===== src/rtl/rvv_inst_pkg.sv =====
// Shared types for the RVV instruction front end: opcode/funct3 encodings,
// the vtype CSR layout and the predecoded FIFO entry.
package rvv_inst_pkg;

    typedef enum logic [6:0] {
        INST_LD  = 7'h07,
        INST_ST  = 7'h27,
        INST_ALU = 7'h57
    } inst_type_e;

    typedef enum logic [2:0] {
        OPIVV = 3'b000,
        OPFVV = 3'b001,
        OPMVV = 3'b010,
        OPIVI = 3'b011,
        OPIVX = 3'b100,
        OPFVF = 3'b101,
        OPMVX = 3'b110,
        OPCFG = 3'b111
    } alu_type_e;

    typedef struct packed {
        logic        vill;
        logic [22:0] reserved;
        logic        vma;
        logic        vta;
        logic [2:0]  vsew;
        logic [2:0]  vlmul;
    } vtype_t;

    localparam logic [1:0] ALU_CLASS_OPI = 2'b00;
    localparam logic [1:0] ALU_CLASS_OPM = 2'b01;
    localparam logic [7:0] ALU_INST_NONE = 8'hFF;

    typedef struct packed {
        inst_type_e  inst_type;
        alu_type_e   alu_type;
        logic [7:0]  alu_inst;
        logic [4:0]  vd;
        logic [4:0]  vs2;
        logic [4:0]  vs1;
        logic        vm;
        logic [31:0] inst;
    } predec_entry_t;

endpackage


===== src/rtl/rvv_inst_predecode.sv =====
// Combinational classifier: splits a raw vector encoding into a predec_entry_t
// and flags encodings the backend cannot execute.
module rvv_inst_predecode
    import rvv_inst_pkg::*;
(
    input  logic [31:0]   i_inst,
    input  vtype_t        i_vtype,
    output predec_entry_t o_entry,
    output logic          o_illegal
);

    logic [6:0] w_opcode;
    alu_type_e  w_funct3;
    logic [5:0] w_funct6;
    logic       w_unused_vtype;

    assign w_opcode       = i_inst[6:0];
    assign w_funct3       = alu_type_e'(i_inst[14:12]);
    assign w_funct6       = i_inst[31:26];
    assign w_unused_vtype = ^i_vtype[30:0];

    always_comb begin
        o_entry           = '0;
        o_entry.inst_type = INST_ALU;
        o_entry.alu_type  = w_funct3;
        o_entry.alu_inst  = ALU_INST_NONE;
        o_entry.vd        = i_inst[11:7];
        o_entry.vs2       = i_inst[24:20];
        o_entry.vs1       = i_inst[19:15];
        o_entry.vm        = i_inst[25];
        o_entry.inst      = i_inst;
        o_illegal         = 1'b0;

        case (w_opcode)
            INST_LD: begin
                o_entry.inst_type = INST_LD;
                o_illegal         = i_vtype.vill;
            end
            INST_ST: begin
                o_entry.inst_type = INST_ST;
                o_illegal         = i_vtype.vill;
            end
            INST_ALU: begin
                o_entry.inst_type = INST_ALU;
                case (w_funct3)
                    OPIVV, OPIVI, OPIVX: o_entry.alu_inst = {ALU_CLASS_OPI, w_funct6};
                    OPMVV, OPMVX:        o_entry.alu_inst = {ALU_CLASS_OPM, w_funct6};
                    OPCFG:               o_entry.alu_inst = ALU_INST_NONE;
                    default:             o_illegal = 1'b1;
                endcase
                // vset* is what clears vill, so it must stay legal with vill set
                if (w_funct3 != OPCFG && i_vtype.vill) begin
                    o_illegal = 1'b1;
                end
            end
            default: o_illegal = 1'b1;
        endcase
    end

endmodule


===== src/rtl/rvv_inst_predecode_fifo.sv =====
// RVV backend front end: predecodes incoming vector instructions, drops and
// counts illegal ones, and queues the rest for decode/dispatch.
module rvv_inst_predecode_fifo
    import rvv_inst_pkg::*;
#(
    parameter int unsigned DEPTH = 4,
    parameter int unsigned XLEN  = 32,
    parameter int unsigned VLW   = 8
) (
    input  logic                     i_clk,
    input  logic                     i_rst,
    input  logic                     i_in_valid,
    output logic                     o_in_ready,
    input  logic [31:0]              i_in_inst,
    input  logic [XLEN-1:0]          i_in_rs1_data,
    input  logic [31:0]              i_in_vtype,
    input  logic [VLW-1:0]           i_in_vl,
    output logic                     o_out_valid,
    input  logic                     i_out_ready,
    output logic [6:0]               o_out_inst_type,
    output logic [2:0]               o_out_alu_type,
    output logic [7:0]               o_out_alu_inst,
    output logic [4:0]               o_out_vd,
    output logic [4:0]               o_out_vs2,
    output logic [4:0]               o_out_vs1,
    output logic                     o_out_vm,
    output logic [31:0]              o_out_inst,
    output logic [XLEN-1:0]          o_out_rs1_data,
    output logic [31:0]              o_out_vtype,
    output logic [VLW-1:0]           o_out_vl,
    output logic                     o_illegal_pulse,
    output logic [7:0]               o_illegal_cnt,
    output logic [$clog2(DEPTH):0]   o_count
);

    localparam int unsigned AW = $clog2(DEPTH);

    predec_entry_t   r_mem   [DEPTH];
    logic [XLEN-1:0] r_rs1   [DEPTH];
    logic [31:0]     r_vtype [DEPTH];
    logic [VLW-1:0]  r_vl    [DEPTH];

    logic [AW-1:0]   r_wr_ptr;
    logic [AW-1:0]   r_rd_ptr;
    logic [AW:0]     r_count;
    logic            r_illegal_pulse;
    logic [7:0]      r_illegal_cnt;

    predec_entry_t   w_entry;
    predec_entry_t   w_head;
    logic            w_illegal;
    logic            w_accept;
    logic            w_push;
    logic            w_pop;
    logic            w_head_valid;

    rvv_inst_predecode u_predecode (
        .i_inst    (i_in_inst),
        .i_vtype   (vtype_t'(i_in_vtype)),
        .o_entry   (w_entry),
        .o_illegal (w_illegal)
    );

    // Both handshakes are masked during reset so nothing transfers in the flush cycle
    assign o_in_ready   = !i_rst && (r_count < (AW+1)'(DEPTH));
    assign w_head_valid = !i_rst && (r_count != '0);
    assign w_accept     = i_in_valid && o_in_ready;
    assign w_push       = w_accept && !w_illegal;
    assign w_pop        = w_head_valid && i_out_ready;

    always_ff @(posedge i_clk) begin
        if (w_push) begin
            r_mem[r_wr_ptr]   <= w_entry;
            r_rs1[r_wr_ptr]   <= i_in_rs1_data;
            r_vtype[r_wr_ptr] <= i_in_vtype;
            r_vl[r_wr_ptr]    <= i_in_vl;
        end
    end

    always_ff @(posedge i_clk) begin
        if (i_rst) begin
            r_wr_ptr        <= '0;
            r_rd_ptr        <= '0;
            r_count         <= '0;
            r_illegal_pulse <= 1'b0;
            r_illegal_cnt   <= '0;
        end else begin
            if (w_push) r_wr_ptr <= r_wr_ptr + AW'(1);
            if (w_pop)  r_rd_ptr <= r_rd_ptr + AW'(1);
            case ({w_push, w_pop})
                2'b10:   r_count <= r_count + (AW+1)'(1);
                2'b01:   r_count <= r_count - (AW+1)'(1);
                default: r_count <= r_count;
            endcase
            r_illegal_pulse <= w_accept && w_illegal;
            if (w_accept && w_illegal && r_illegal_cnt != 8'hFF) begin
                r_illegal_cnt <= r_illegal_cnt + 8'd1;
            end
        end
    end

    assign w_head = r_mem[r_rd_ptr];

    always_comb begin
        o_out_inst_type = '0;
        o_out_alu_type  = '0;
        o_out_alu_inst  = '0;
        o_out_vd        = '0;
        o_out_vs2       = '0;
        o_out_vs1       = '0;
        o_out_vm        = 1'b0;
        o_out_inst      = '0;
        o_out_rs1_data  = '0;
        o_out_vtype     = '0;
        o_out_vl        = '0;
        if (w_head_valid) begin
            o_out_inst_type = w_head.inst_type;
            o_out_alu_type  = w_head.alu_type;
            o_out_alu_inst  = w_head.alu_inst;
            o_out_vd        = w_head.vd;
            o_out_vs2       = w_head.vs2;
            o_out_vs1       = w_head.vs1;
            o_out_vm        = w_head.vm;
            o_out_inst      = w_head.inst;
            o_out_rs1_data  = r_rs1[r_rd_ptr];
            o_out_vtype     = r_vtype[r_rd_ptr];
            o_out_vl        = r_vl[r_rd_ptr];
        end
    end

    assign o_out_valid     = w_head_valid;
    assign o_illegal_pulse = r_illegal_pulse;
    assign o_illegal_cnt   = r_illegal_cnt;
    assign o_count         = r_count;

endmodule


===== config.mk =====
export PLATFORM = sky130hd
export DESIGN_NAME = rvv_inst_predecode_fifo
export DESIGN_NICKNAME = d
export VERILOG_FILES = /design/src/rtl/rvv_inst_pkg.sv /design/src/rtl/rvv_inst_predecode.sv /design/src/rtl/rvv_inst_predecode_fifo.sv
export SDC_FILE = /design/constraint.sdc
export NUM_CORES = 1
export LEC_CHECK = 0
export BUFFER_PORTS_ARGS = -buffer_cell sky130_fd_sc_hd__buf_2
export CAP_MARGIN = 30
export CORE_MARGIN = 1
export CORE_UTILIZATION = 35
export DETAILED_ROUTE_END_ITERATION = 8
export PLACE_DENSITY = 0.59
export SYNTH_ARGS = -nofsm -noshare
export SYNTH_HDL_FRONTEND = slang
export SYNTH_SLANG_ARGS = --single-unit

===== constraint.sdc =====
create_clock -name i_clk -period 13.15 [get_ports i_clk]
set_input_delay 2.63 -clock i_clk [delete_from_list [all_inputs] [get_ports i_clk]]
set_output_delay 2.63 -clock i_clk [all_outputs]
set_load 0.005 [all_outputs]

After elaboration in Yosys (flattened, before gate mapping)
Memory sizes are Yosys's and may differ from the RTL's. A register that Yosys moved wholly into a read port is not among the register bits.
Cells that the tools add are included.
{"block": "totals", "reg_bits": 16, "latch_bits": 0, "ramBits": 552, "mem_bits_ro": 0, "input_bits": 108, "output_inout_bits": 152, "word_cells": 72, "n_memories": 4}
{"block": "op_classes", "add_sub_neg": 5, "n_mul": 0, "div": 0, "order_cmp": 1, "eq_ne": 12, "shifts": 0, "muxes": 28, "n_bitwise": 0, "reduce_logical": 17}
{"memory": "r_mem", "depth": 4, "word_bits": 66, "rd": 1, "rd_ports_with_merged_regs": 1, "write_ports": 1, "line_no": "rvv_inst_predecode_fifo.sv:38", "rtl": "predec_entry_t r_mem [DEPTH];"}
{"memory": "r_rs1", "depth": 4, "word_bits": 32, "rd": 1, "rd_ports_with_merged_regs": 1, "write_ports": 1, "line_no": "rvv_inst_predecode_fifo.sv:39", "rtl": "logic [XLEN-1:0] r_rs1 [DEPTH];"}
{"memory": "r_vtype", "depth": 4, "word_bits": 32, "rd": 1, "rd_ports_with_merged_regs": 1, "write_ports": 1, "line_no": "rvv_inst_predecode_fifo.sv:40", "rtl": "logic [31:0] r_vtype [DEPTH];"}
{"memory": "r_vl", "depth": 4, "word_bits": 8, "rd": 1, "rd_ports_with_merged_regs": 1, "write_ports": 1, "line_no": "rvv_inst_predecode_fifo.sv:41", "rtl": "logic [VLW-1:0] r_vl [DEPTH];"}
{"operator": "32-bit two-way mux", "count": 3}
{"operator": "8-bit two-way mux", "count": 3}
{"operator": "2-bit two-way mux", "count": 8}
{"operator": "8-bit one-hot mux with 2 select lines", "count": 1}
{"operator": "5-bit two-way mux", "count": 3}
{"operator": "7-bit one-hot mux with 2 select lines", "count": 1}
{"operator": "3-bit equality test, second input constant", "count": 3}
{"operator": "8-bit by 1-bit adder with 8-bit output, second input constant", "count": 1}
{"operator": "1-bit logical AND", "count": 8}
{"operator": "8-bit inequality test, second input constant", "count": 1}
{"operator": "7-bit by 3-bit equality test with 1-bit output, second input constant", "count": 1}
{"operator": "7-bit by 6-bit equality test with 1-bit output, second input constant", "count": 1}
{"operator": "7-bit equality test, second input constant", "count": 1}
{"operator": "7-bit two-way mux", "count": 1}
{"operator": "3-bit by 2-bit equality test with 1-bit output, second input constant", "count": 2}
{"operator": "3-bit one-hot mux with 2 select lines", "count": 1}
{"operator": "6-bit OR reduction", "count": 1}
{"operator": "1-bit two-way mux", "count": 5}
{"operator": "2-bit by 1-bit adder with 2-bit output, second input constant", "count": 2}
{"operator": "2-bit OR reduction", "count": 2}
{"operator": "3-bit by 1-bit adder with 3-bit output, second input constant", "count": 1}
{"operator": "3-bit zero test", "count": 1}
{"operator": "3-bit less-than comparator, second input constant", "count": 1}
{"operator": "3-bit two-way mux", "count": 1}
{"operator": "9 further kinds", "count": 10}

Logic depth before layout (Yosys ltp)
{"block": "depth", "depth_word": 9, "mapped_depth": 10, "mapped_depth_nobuf": 9}

By module
From an unflattened synthesis, not the netlist that was laid out.
{"block": "unflattened", "cells_unflattened": 1050, "area_unflattened_um2": 22395.2}
{"module": "rvv_inst_predecode_fifo", "n_inst": 1, "cells_each": 970, "area_per_inst_um2": 21819.7, "seq_area_each_um2": 16936.2}
{"module": "rvv_inst_predecode", "n_inst": 1, "cells_each": 80, "area_per_inst_um2": 575.6, "seq_area_each_um2": 0.0}

Least setup slack after synthesis
No wires, ideal clock.
{"block": "synth_timing", "path_kind": "input port to flip-flop", "from": "input i_in_inst[3]", "to": "memory r_mem[0][0] (netlist bit) (enable)", "setup_ns": 0.486, "arrival_time_ns": 6.321, "t_required_ns": 12.664, "setup_slack_ns": 6.343, "cell_stages": 4, "n_path_buf": 0, "path_cell_list": "nand4b_4 -> or3_1 -> a221oi_4 -> and2_1"}
{"block": "synth_via", "elab_chain_cells": 7, "word_cells_on_any_way": 9, "classes_between": "eq/ne (3); mux (3); reduce/logical (3)"}
{"item": "from (decl)", "line_no": "rvv_inst_predecode_fifo.sv:14", "rtl": "input logic [31:0] i_in_inst,"}
{"item": "7-bit by 3-bit equality test with 1-bit output or 7-bit by 6-bit equality test with 1-bit output (tied branches)", "line_no": "rvv_inst_predecode.sv:34", "rtl": "case (w_opcode)"}
{"item": "2-bit OR reduction (no source line)"}
{"item": "1-bit one-hot mux with 2 select lines *", "line_no": "rvv_inst_predecode.sv:34"}
{"item": "1-bit zero test *", "line_no": "rvv_inst_predecode_fifo.sv:68", "rtl": "assign w_push = w_accept && !w_illegal;"}
{"item": "1-bit logical AND *", "line_no": "rvv_inst_predecode_fifo.sv:68"}
{"item": "1-bit two-way mux *", "line_no": "rvv_inst_predecode_fifo.sv:72", "rtl": "if (w_push) begin"}
{"item": "1-bit two-way mux (implied by the code) *", "line_no": "rvv_inst_predecode_fifo.sv:73", "rtl": "r_mem[r_wr_ptr] <= w_entry;"}
{"item": "to (decl)", "line_no": "rvv_inst_predecode_fifo.sv:38"}
Every way passes the cells marked *; elsewhere a longest branch is shown, timed or not.

Worst setup path in the final report
{"block": "layout_timing", "from": "input i_rst", "to": "output o_out_rs1_data[20]"}
{"block": "layout_via", "elab_chain_cells": 3}
{"item": "from (decl)", "line_no": "rvv_inst_predecode_fifo.sv:11", "rtl": "input logic i_rst,"}
{"item": "1-bit zero test", "line_no": "rvv_inst_predecode_fifo.sv:66", "rtl": "assign w_head_valid = !i_rst && (r_count != '0);"}
{"item": "1-bit logical AND", "line_no": "rvv_inst_predecode_fifo.sv:66"}
{"item": "32-bit two-way mux", "line_no": "rvv_inst_predecode_fifo.sv:116", "rtl": "if (w_head_valid) begin"}
{"item": "to (decl)", "line_no": "rvv_inst_predecode_fifo.sv:28", "rtl": "output logic [XLEN-1:0] o_out_rs1_data,"}
No other way between the ends.

==> key figures <==
Outcome
  – Outcome: completed

Detailed routing
  – Routed vias: approximately 8.9k
  – Vias/cell: 4.81
  – First-pass detailed-route iteration total: 4
  – ANT nets after route: 0
  – DRT iter0 DRCs: 419
  – Routed wire per std cell: around 20 um
  – Routed WL: 37.1 mm
  – Number of remaining DRC errors: 0

Floorplanning
  – Die ar.: between 50000 and 60000 um^2
  – Initial core utilization: a little over a third
  – Cell Rows: 83
  – Core area: between 50000 and 60000 um^2
  – Ports: 260
  – Die outline height: about 230 um
  – Die Width: around 230 um

Power and ir drop
  – Pwr dens: roughly 140 nW/um^2
  – Sequential power share: 55.0%
  – Combinational power share: around 1.4%
  – VDD IR max: 0.115 mV
  – Total Power: between 3 and 4 mW
  – Pleak: around 7.6 nW
  – P_int: roughly 2.4 mW
  – Clock share of power: between 40% and 50%
  – Switching Share: a little under a fifth
  – Psw: ~580 uW

Min path
  – Min-delay src: o_illegal_cnt[1]
  – Hold crit path type: flop to flop
  – Hold EP: o_illegal_cnt[1]
  – Min-Delay Path Depth: 2

Global route
  – Vias in the first global route: between 9k and 10k
  – Antenna violations before repair: 10
  – Total gr overflow: 0
  – Pin count of the biggest net entering global routing: 66
  – First-pass GRT wire length: 55.6 mm
  – Total GRT Usage: about 14%

Yosys
  – Unique masters post-synth: 42
  – Post-synth top cells: edfxtp_1, and2_1, mux4_2
  – Synth Instances: about 860
  – Synthesized Nets: 977
  – Seq/Total Area, Yosys: 76.3%
  – Primary FF master, synth: edfxtp_1
  – Mapped Avg Cell Area: around 21 um^2
  – Ys async rst share: 0%
  – Synthesized cell area: 18400 um^2
  – Post-synth top area share: 74.3%
  – Synth area leaders: edfxtp_1, mux4_2, and2_1, dfxtp_1, buf_4
  – Number of synthesized flops with an enable pin: ~460
  – Most frequent cell after synthesis: edfxtp_1
  – Cell taking the most area after synthesis: edfxtp_1
  – Ys Warns: 0
  – Yosys reg bits: about 470

Placed design
  – Placer Congestion: slightly above 0.7
  – Post-Place Cells: 1748
  – I/O Buffers: about 260
  – HPWL after DPL: 21.5 mm

CTS
  – Clock Pin Slew Worst Setup and Hold Paths: 0.06 ns
  – Post-CTS setup buffer count: 0
  – Hold-fix buffer count after cts: 0
  – Clock buffer depth: 3
  – Worst-Skew Late Latency: slightly below 0.6 ns
  – Root Driver: clkbuf_16
  – CTS resizes: 0
  – CTS sink count: 474
  – Cts bufs inserted: 50
  – Htree depth: 2
  – CTS tree: yes

Critical path
  – CP startpoint kind: primary input
  – WS Path Type: primary input to output port
  – RR Startpoint: o_count[2]
  – CP required: 10.52 ns
  – Worst setup EP type: output port
  – Reg-to-reg setup timing slack: 9.97 ns
  – CP arrival: 4.62 ns
  – FF-to-FF End: r_rs1[2][28]
  – Worst reg2reg path depth: 6
  – Worst-path maximum fanout: 65

Timing
  – Relative slew slack: a little over a third
  – RSZ-0062 raised after global routing: no
  – Sum Neg Setup Slack: 0 ns
  – Endpoints failing setup: 0
  – Slew Viols, Final: 0
  – FMAX: 0.138 GHz
  – Fin crit period: 7.25 ns
  – Slew @ Worst Pin: ~0.98 ns
  – Final hold vios: 0
  – Crit share post-route: between 50% and 60%
  – Clock Skew: 0.00929 ns

Final layout
  – NumNets Final: between 1k and 1.5k
  – Fillers: approximately 4.6k
  – Share of layout cells above drive strength 1: 41.3%
  – Utilization after layout: a little over two fifths
  – Synthesis-to-finish area growth: 19.3%
  – Fin cells: approximately 1.8k

Job
  – Max cap viols: 0
[power by group through the flow]
stage,registers (mW),logic (mW),clock network [mW]
finish,1.65,0.0420,1.31
global route,1.65,0.0464,1.40
CTS,1.65,0.0423,1.35
detailed placement,1.68,0.0423,0
global placement,1.68,0.0394,0
floorplan,1.69,0.00978,0
[through the flow]
| stage | setup slack [ns] | cell area [um^2] | hold WS [ns] |
|---|---|---|---|
| final | 5.90 | 22000 | 0.503 |
| after global routing | 5.67 | 22000 | 0.527 |
| after CTS | 5.78 | 21900 | 0.503 |
| after detailed placement | 5.78 | 20400 | 0.497 |
| after global placement | 5.63 | 20300 | 0.491 |
| after floorplan | 6.34 | 18400 | 0.485 |
[how the worst max path moves through the flow]
stage	depth (start not counted)	endpoint	slack (ns)	start
6_report	6	o_out_rs1_data[20]	5.90	i_rst
5_1_grt	6	o_out_vl[2]	5.67	i_rst
4_1_cts	6	o_out_rs1_data[20]	5.78	i_rst
3_5_place_dp	6	o_out_rs1_data[20]	5.78	i_rst
3_3_place_gp	5	o_out_rs1_data[20]	5.63	i_rst
2_1_floorplan	4	r_mem[0][0]	6.34	i_in_inst[3]
[layout make-up]
| class | count | area, um^2 | share of cell area [%] |
|---|---|---|---|
| antenna | 3 | 7.51 | 0.0342 |
| clock buffer | 66 | 1310 | 5.97 |
| clock inverter | 23 | 203 | 0.922 |
| inverter | 8 | 30.0 | 0.137 |
| multi-input combinational | 315 | 3990 | 18.1 |
| sequential | 474 | 14100 | 64.0 |
| tap | 680 | 851 | 3.87 |
| timing repair buffer | 274 | 1520 | 6.94 |
[cells in the final DEF, fill, tap and decap left out, drive strengths merged]
master    synthesis  final
nand2             6      6
or3               5      5
nor3b             1      1
o311ai            1      1
diode             0      3
a32oi             1      1
ha                6      6
xor2              2      2
a21oi             8      8
and3              4      4
nor3              3      3
mux2i             2      2
nand4b            1      1
a41oi             1      1
o31ai             3      3
bufinv            0      3
or4               2      2
clkinv            0     16
inv               8     11
conb              1      1
o41ai             1      1
xnor2             3      3
fa                1      1
nand4             1      1
clkbuf           27     66
nor2             10     10
buf              38    274
a2111o            1      1
mux4            114    114
dfxtp            18     18
edfxtp          456    456
o21ai             6      6
and2            120    120
nand3             4      4
a221oi            1      1
nand2b            6      6
clkinvlp          0      1
[cell families (layout without fill, tap and decap cells)]
logic type               after synthesis  count (layout)  synth area share (%)
XOR/XNOR                               5               5                 0.238
flip-flops                           474             474                  76.3
AND/OR/NAND/NOR                      163             163                  5.46
AO/OA/AOI/OAI                         23              23                  1.27
buffers and inverters                 73             371                  2.14
multiplexers                         116             116                  14.0
adder cells (fa/ha/maj)                7               7                 0.516
other                                  1               4                0.0204
[sequential cells by signal, summed over array words and instances (netlist names), named ones only]
| signal | flops |
|---|---|
| r_mem | 168 |
| r_vtype | 128 |
| o_count | 3 |
| o_illegal_cnt | 8 |
| o_illegal_pulse | 1 |
| r_vl | 32 |
| r_rs1 | 128 |
| r_wr_ptr | 2 |
| r_rd_ptr | 2 |
[routing by layer]
metal	GRT usage, %	up-vias	wire, um
met5	0	-	85
met4	4.04	14	775
met3	3.85	76	2440
met2	23.1	237	18000
met1	17.6	4560	15700
li1	-	3983	-
[worst max-delay path, stage by stage]
cell	delay, ns
buf_2	0.25
nor2_4	0.59
buf_16	0.23
buf_4	0.50
and2_1	0.24
buf_2	0.12
No activity file was read; power rests on OpenSTA's default activity.
